$ cat config.mk
export PLATFORM = sky130hd
export DESIGN_NAME = operand_stream_gen
export DESIGN_NICKNAME = d
export VERILOG_FILES = /design/src/rtl/operand_stream_gen.sv
export SDC_FILE = /design/constraint.sdc
export NUM_CORES = 2
export LEC_CHECK = 0
export CORE_AREA = 2 2 637 639
export CTS_BUF_LIST = sky130_fd_sc_hd__clkbuf_8
export CTS_CLUSTER_DIAMETER = 100
export DETAILED_ROUTE_END_ITERATION = 7
export DIE_AREA = 0 0 639 641
export GPL_ROUTABILITY_DRIVEN = 0
export HOLD_SLACK_MARGIN = 0.08
export PLACE_DENSITY = 0.37
export SLEW_MARGIN = 10
export SYNTH_ARGS = -nofsm -noshare
export SYNTH_HDL_FRONTEND = slang
export SYNTH_SLANG_ARGS = --single-unit
$ cat constraint.sdc
create_clock -name clk_i -period 2.2 [get_ports clk_i]
set_clock_uncertainty 0.2 [all_clocks]
set_input_delay 0.44 -clock clk_i [delete_from_list [all_inputs] [get_ports clk_i]]
set_output_delay 0.44 -clock clk_i [all_outputs]
set_load 0.1 [all_outputs]
$ cat src/rtl/operand_stream_gen.sv
// ============================================================================
// Module  : operand_stream_gen
// Brief   : Slices wide packages LSB-first into NUM_OPERANDS x OPW beats.
// Option  : OPSTREAM_PREFETCH_EN adds a one-package holding buffer.
// Revision: 1.0 - initial release
// ============================================================================
`default_nettype none

module operand_stream_gen #(
  parameter  int PACKAGE_WIDTH = 1600,
  parameter  int OPW           = 8,
  parameter  int NUM_OPERANDS  = 2,
  parameter  int CNT_W         = 16,
  localparam int BEAT_W        = NUM_OPERANDS * OPW,
  localparam int BEATS         = PACKAGE_WIDTH / BEAT_W,
  localparam int IDX_W         = (BEATS > 1) ? $clog2(BEATS) : 1
) (
  input  logic                     clk_i,
  input  logic                     reset_i,
  input  logic                     pkt_valid_i,
  output logic                     pkt_ready_o,
  input  logic [PACKAGE_WIDTH-1:0] pkt_data_i,
  input  logic                     abort_i,
  output logic                     op_valid_o,
  input  logic                     op_ready_i,
  output logic [BEAT_W-1:0]        op_data_o,
  output logic                     op_last_o,
  output logic [IDX_W-1:0]         beat_idx_o,
  output logic                     pkt_done_o,
  output logic [CNT_W-1:0]         pkt_cnt_o,
  output logic                     busy_o
);

  localparam logic [0:0]       C_ST_IDLE   = 1'b0;
  localparam logic [0:0]       C_ST_STREAM = 1'b1;
  localparam logic [IDX_W-1:0] C_LAST_IDX  = IDX_W'(BEATS - 1);

  if ((PACKAGE_WIDTH % BEAT_W) != 0) begin : g_width_check
    $error("operand_stream_gen: PACKAGE_WIDTH must be a multiple of NUM_OPERANDS*OPW");
  end

  if (BEATS < 2) begin : g_beats_check
    $error("operand_stream_gen: a package must contain at least two beats");
  end

  logic [0:0]               state_q, state_d;
  logic [PACKAGE_WIDTH-1:0] shreg_q, shreg_d;
  logic [IDX_W-1:0]         beat_idx_q, beat_idx_d;
  logic                     done_q, done_d;
  logic [CNT_W-1:0]         cnt_q, cnt_d;
  logic                     init_q;
`ifdef OPSTREAM_PREFETCH_EN
  logic [PACKAGE_WIDTH-1:0] buf_q, buf_d;
  logic                     buf_full_q, buf_full_d;
`endif

  logic w_stream;
  logic w_op_fire;
  logic w_op_last;
  logic w_pkt_fire;

  assign w_stream  = (state_q == C_ST_STREAM);
  assign w_op_fire = w_stream && op_ready_i;
  assign w_op_last = w_stream && (beat_idx_q == C_LAST_IDX);

  // init_q keeps the input side closed while reset is asserted.
`ifdef OPSTREAM_PREFETCH_EN
  assign pkt_ready_o = init_q && !abort_i && (!w_stream || !buf_full_q);
`else
  assign pkt_ready_o = init_q && !abort_i && !w_stream;
`endif
  assign w_pkt_fire = pkt_valid_i && pkt_ready_o;

  always_comb begin
    state_d    = state_q;
    shreg_d    = shreg_q;
    beat_idx_d = beat_idx_q;
    done_d     = 1'b0;
    cnt_d      = cnt_q;
`ifdef OPSTREAM_PREFETCH_EN
    buf_d      = buf_q;
    buf_full_d = buf_full_q;
`endif
    if (w_stream && abort_i) begin
      // Abort outranks everything, including a last-beat handshake.
      state_d    = C_ST_IDLE;
      shreg_d    = '0;
      beat_idx_d = '0;
`ifdef OPSTREAM_PREFETCH_EN
      buf_d      = '0;
      buf_full_d = 1'b0;
`endif
    end else if (w_stream) begin
`ifdef OPSTREAM_PREFETCH_EN
      if (w_pkt_fire) begin
        buf_d      = pkt_data_i;
        buf_full_d = 1'b1;
      end
`endif
      if (w_op_fire) begin
        if (w_op_last) begin
          done_d     = 1'b1;
          cnt_d      = cnt_q + CNT_W'(1);
          beat_idx_d = '0;
`ifdef OPSTREAM_PREFETCH_EN
          if (buf_full_q) begin
            shreg_d    = buf_q;
            buf_full_d = 1'b0;
          end else if (w_pkt_fire) begin
            // Package arriving on the final beat skips the buffer.
            shreg_d    = pkt_data_i;
            buf_full_d = 1'b0;
          end else begin
            state_d = C_ST_IDLE;
            shreg_d = shreg_q >> BEAT_W;
          end
`else
          state_d = C_ST_IDLE;
          shreg_d = shreg_q >> BEAT_W;
`endif
        end else begin
          shreg_d    = shreg_q >> BEAT_W;
          beat_idx_d = beat_idx_q + IDX_W'(1);
        end
      end
    end else begin
      if (w_pkt_fire) begin
        shreg_d    = pkt_data_i;
        beat_idx_d = '0;
        state_d    = C_ST_STREAM;
      end
    end
  end

  always_ff @(posedge clk_i or negedge reset_i) begin
    if (!reset_i) begin
      state_q    <= C_ST_IDLE;
      shreg_q    <= '0;
      beat_idx_q <= '0;
      done_q     <= 1'b0;
      cnt_q      <= '0;
      init_q     <= 1'b0;
    end else begin
      state_q    <= state_d;
      shreg_q    <= shreg_d;
      beat_idx_q <= beat_idx_d;
      done_q     <= done_d;
      cnt_q      <= cnt_d;
      init_q     <= 1'b1;
    end
  end

`ifdef OPSTREAM_PREFETCH_EN
  always_ff @(posedge clk_i or negedge reset_i) begin
    if (!reset_i) begin
      buf_q      <= '0;
      buf_full_q <= 1'b0;
    end else begin
      buf_q      <= buf_d;
      buf_full_q <= buf_full_d;
    end
  end
`endif

  assign op_valid_o = w_stream;
  assign op_data_o  = shreg_q[BEAT_W-1:0];
  assign op_last_o  = w_op_last;
  assign beat_idx_o = beat_idx_q;
  assign pkt_done_o = done_q;
  assign pkt_cnt_o  = cnt_q;
  assign busy_o     = w_stream;

endmodule

`default_nettype wire
==> impl_metrics.yaml <==
place:
  io_buffer_count: 1648
  dp_slack_ns: -0.900
  dp_hpwl_mm: 330
  postPlaceCellArea_um2: 107000
cells_and_area:
  fillers: 40400
  syn_to_final_growth_pct: 77.1
  final_layout_size_suffix_gt1_share_pct: 28.5
  final_area_um2: 141000
  nNetsFinal: 12900
worst_hold_path:
  hp-class: "in -> reg"
clock_network:
  ctsRootBufferMaster: "clkbuf_8"
  numClockSinks: 1626
  clk_pin_slew_worst_paths_ns: 0.06
  cts_tree: "done"
  worstSkewPairLatency_ns: 1.05
  clk_path_buf_depth: 4
  h-tree-depth: 5
  cts_buffers: 339
run_status:
  violations: "setup timing"
  status: "complete, but fails checks"
setup_path:
  cpMostUsedCell: "buf_6"
  cp_slowest_cell: "dfrtp_4"
  crit_fanout: 3
  start_kind: "flip-flop"
  cp.arrival_ns: 2.27
  cp.required_ns: 1.56
  crit_path_max_incr_delay_ns: 0.50
  end_kind: "primary output"
  crit_chain: "buf_6 > buf_6 > nor3b_4 > buf_6 > buf_12"
  cpLargestDelayFamily: "buffers and inverters"
  crit_buf_inv: 4
  critPathKind: "reg -> out"
floorplanning:
  coreArea_um2: 402000
  placementRows: 233
  die_w_um: 639
  initial_core_util_pct: 19.8
  die_area_um2: 410000
  fp.dieH_um: 641
  pin_count: 1649
sta:
  whs_ns: 0.204
  final_hold_viol_count: 0
  drv_slew: 0
  fin_crit_ns: 2.91
  setup_viol: 1651
  fin_setup_tns_ns: -777.76
  fmax_ghz: 0.343
  fin_ws_ns: -0.711
  tightest_slew_ns: 0.721
  rsz0062_at_grt: "true"
  max_slew_margin_pct: 52.0
  fin_crit_sh_pct: 132
synth:
  synth_nets: 8849
  synthesis.instances: 7242
  synth-seq-cells: 1626
  ys_types: 36
  syn_area_per_cell_um2: 11.0
  syn_area_um2: 79500
  yosys_warnings: 0
  ys_seq_area_share_pct: 51.2
  ys_async_sr_fraction_pct: 100
  synth-edff-count: 0
  ys.flop_type: "dfrtp_1"
global_route:
  antenna_found_initial: 274
  grt_max_degree: 95
  grt_remaining_overflow: 0
  grt_pass1_vias: 80600
  grt_first_pass_wirelength_mm: 623
  grt_usage_pct: 21.1
drt:
  drc_errors: 0
  drt_iter0_drc: 4707
  postRouteAntennaNets: 0
  first_pass_iters: 5
  via_per_inst: 4.54
  routed_wl_mm: 458
  routedWlPerCell_um: 27.0
  vias: 76900
power_and_ir_drop:
  vdd_drop_max_mv: 0.551
  p_per_area_nw_per_um2: 732
  leakage_nw: 56.0
flow_run:
  maxCapViolCount: 0
==> layout make-up <==
cell class	count	area, um2	share of cell area, %
multi-input combinational	4884	36700	26.0
sequential	1626	40700	28.9
clock buffer	406	5590	3.97
antenna	155	388	0.276
timing repair buffer	4397	49900	35.5
tap	5287	6620	4.70
inverter	2	15.0	0.0107
clock inverter	178	873	0.620
==> metal layers <==
metal / global-route usage (%) / wire (um) / up-vias
met3: 3.14 / 20400 / 869
met2: 36.6 / 225000 / 2373
li1: - / - / 34800
met1: 26.6 / 194000 / 38800
met5: 0 / 498 / -
met4: 7.16 / 17000 / 80
==> state kept, by name, summed over array words and instances, names as in the netlist <==
name / cells
busy_o: 1
pkt_cnt_o: 16
beat_idx_o: 7
init_q: 1
pkt_done_o: 1
shreg_q: 1600
==> where the power goes <==
| part | leakage (nW) | internal (W) | total, W | switching (W) |
|---|---|---|---|---|
| sequential | 18.3 | 0.0367 | 0.0438 | 0.00712 |
| combinational | 33.9 | 0.0143 | 0.0274 | 0.0131 |
| clock | 3.81 | 0.0168 | 0.0319 | 0.0151 |
==> metrics by stage <==
step / std cells / utilization [%] / total power [W]
6_report: 16900 / 35.0 / 0.103
5_1_grt: 16900 / 35.0 / 0.108
4_1_cts: 16700 / 34.2 / 0.103
3_5_place_dp: 14200 / 26.7 / 0.0646
3_3_place_gp: 14200 / 26.7 / 0.0642
2_1_floorplan: 7242 / - / 0.0524
==> Yosys cell counts (2+ instances only) <==
cell	instances	area, um2
a21oi_1	2	10.0
a221oi_1	285	2500
a221oi_2	1300	19500
and2_1	2	12.5
and3_1	5	31.3
buf_1	79	297
buf_2	321	1610
buf_4	31	233
buf_6	114	1280
clkbuf_1	185	694
dfrtp_1	1626	40700
ha_1	2	25.0
nand2_1	43	161
nand3_1	28	140
nand3b_1	3	22.5
nand4_1	7	43.8
nor2_1	3171	11900
nor4_4	2	42.5
o211ai_1	2	15.0
o21ai_0	3	15.0
o31ai_1	3	22.5
xnor2_1	14	123
==> cell families after synthesis <==
kind of cell	Yosys count	share of synthesized area [%]
AND/OR/NAND/NOR	3267	15.6
buffers and inverters	732	5.18
multiplexers	1	0.0142
other	1	0.00472
adder cells (fa/ha/maj)	2	0.0315
AO/OA/AOI/OAI	1598	27.8
XOR/XNOR	15	0.165
flip-flops	1626	51.2
==> worst paths after layout <==
check	end	depth (start not counted)	from	slack (ns)
worst max-delay path	pkt_ready_o	5	busy_o	-0.71
worst min-delay path	shreg_q[1464]	4	pkt_data_i[1464]	0.20
worst max register to register	shreg_q[1124]	13	busy_o	-0.70
worst min register to register	shreg_q[1589]	2	shreg_q[1589]	0.27
max in group asynchronous	shreg_q[1379]	6	reset_i	0.36
min in group asynchronous	shreg_q[1091]	4	reset_i	0.42
==> cells in the final DEF, fill, tap and decap left out, types with 2 or more instances in the layout <==
cell type           n
and3_1              5
nor2_1           2930
clkbuf_16          60
clkinv_2           27
xnor2_1            14
buf_8              50
a221oi_1          241
nand2_1            43
nand3b_1            3
buf_12            301
dlygate4sd3_1    1599
inv_6               2
and2_1              2
nor2_2            144
buf_6              72
bufbuf_16          34
dfrtp_4             6
nor2_4             97
o211ai_1            2
buf_4             549
diode_2           155
dfrtp_1          1606
buf_16            129
inv_1             131
bufinv_16           2
a221oi_4           44
nand3_1            28
clkinv_8            3
inv_8               6
nor4_4              2
clkbuf_8          406
clkdlybuf4s50_1  1603
clkinvlp_4          9
a221oi_2         1300
o31ai_2             2
dfrtp_2            14
nand4_1             7
a21oi_4             2
==> worst register-to-register path: cells and delay by family (launching register included) <==
family                 cells  cell delay (ns)
AOI/OAI and AO/OA          3             0.66
buffers and inverters      9             1.36
DFF                        1             0.43
and+or+nand+nor            1             0.08
==> timing repair <==
action / in CTS / in global routing
pin swaps: 115 / 147
setup endpoints to repair: 1490 / 1651
hold buffers: 1600 / 0
gates cloned: 114 / 68
buffers inserted: 193 / 71
hold endpoints to repair: 3224 / 0
resized for setup: 528 / 376
Note: power is estimated with default switching activity, not from simulation.
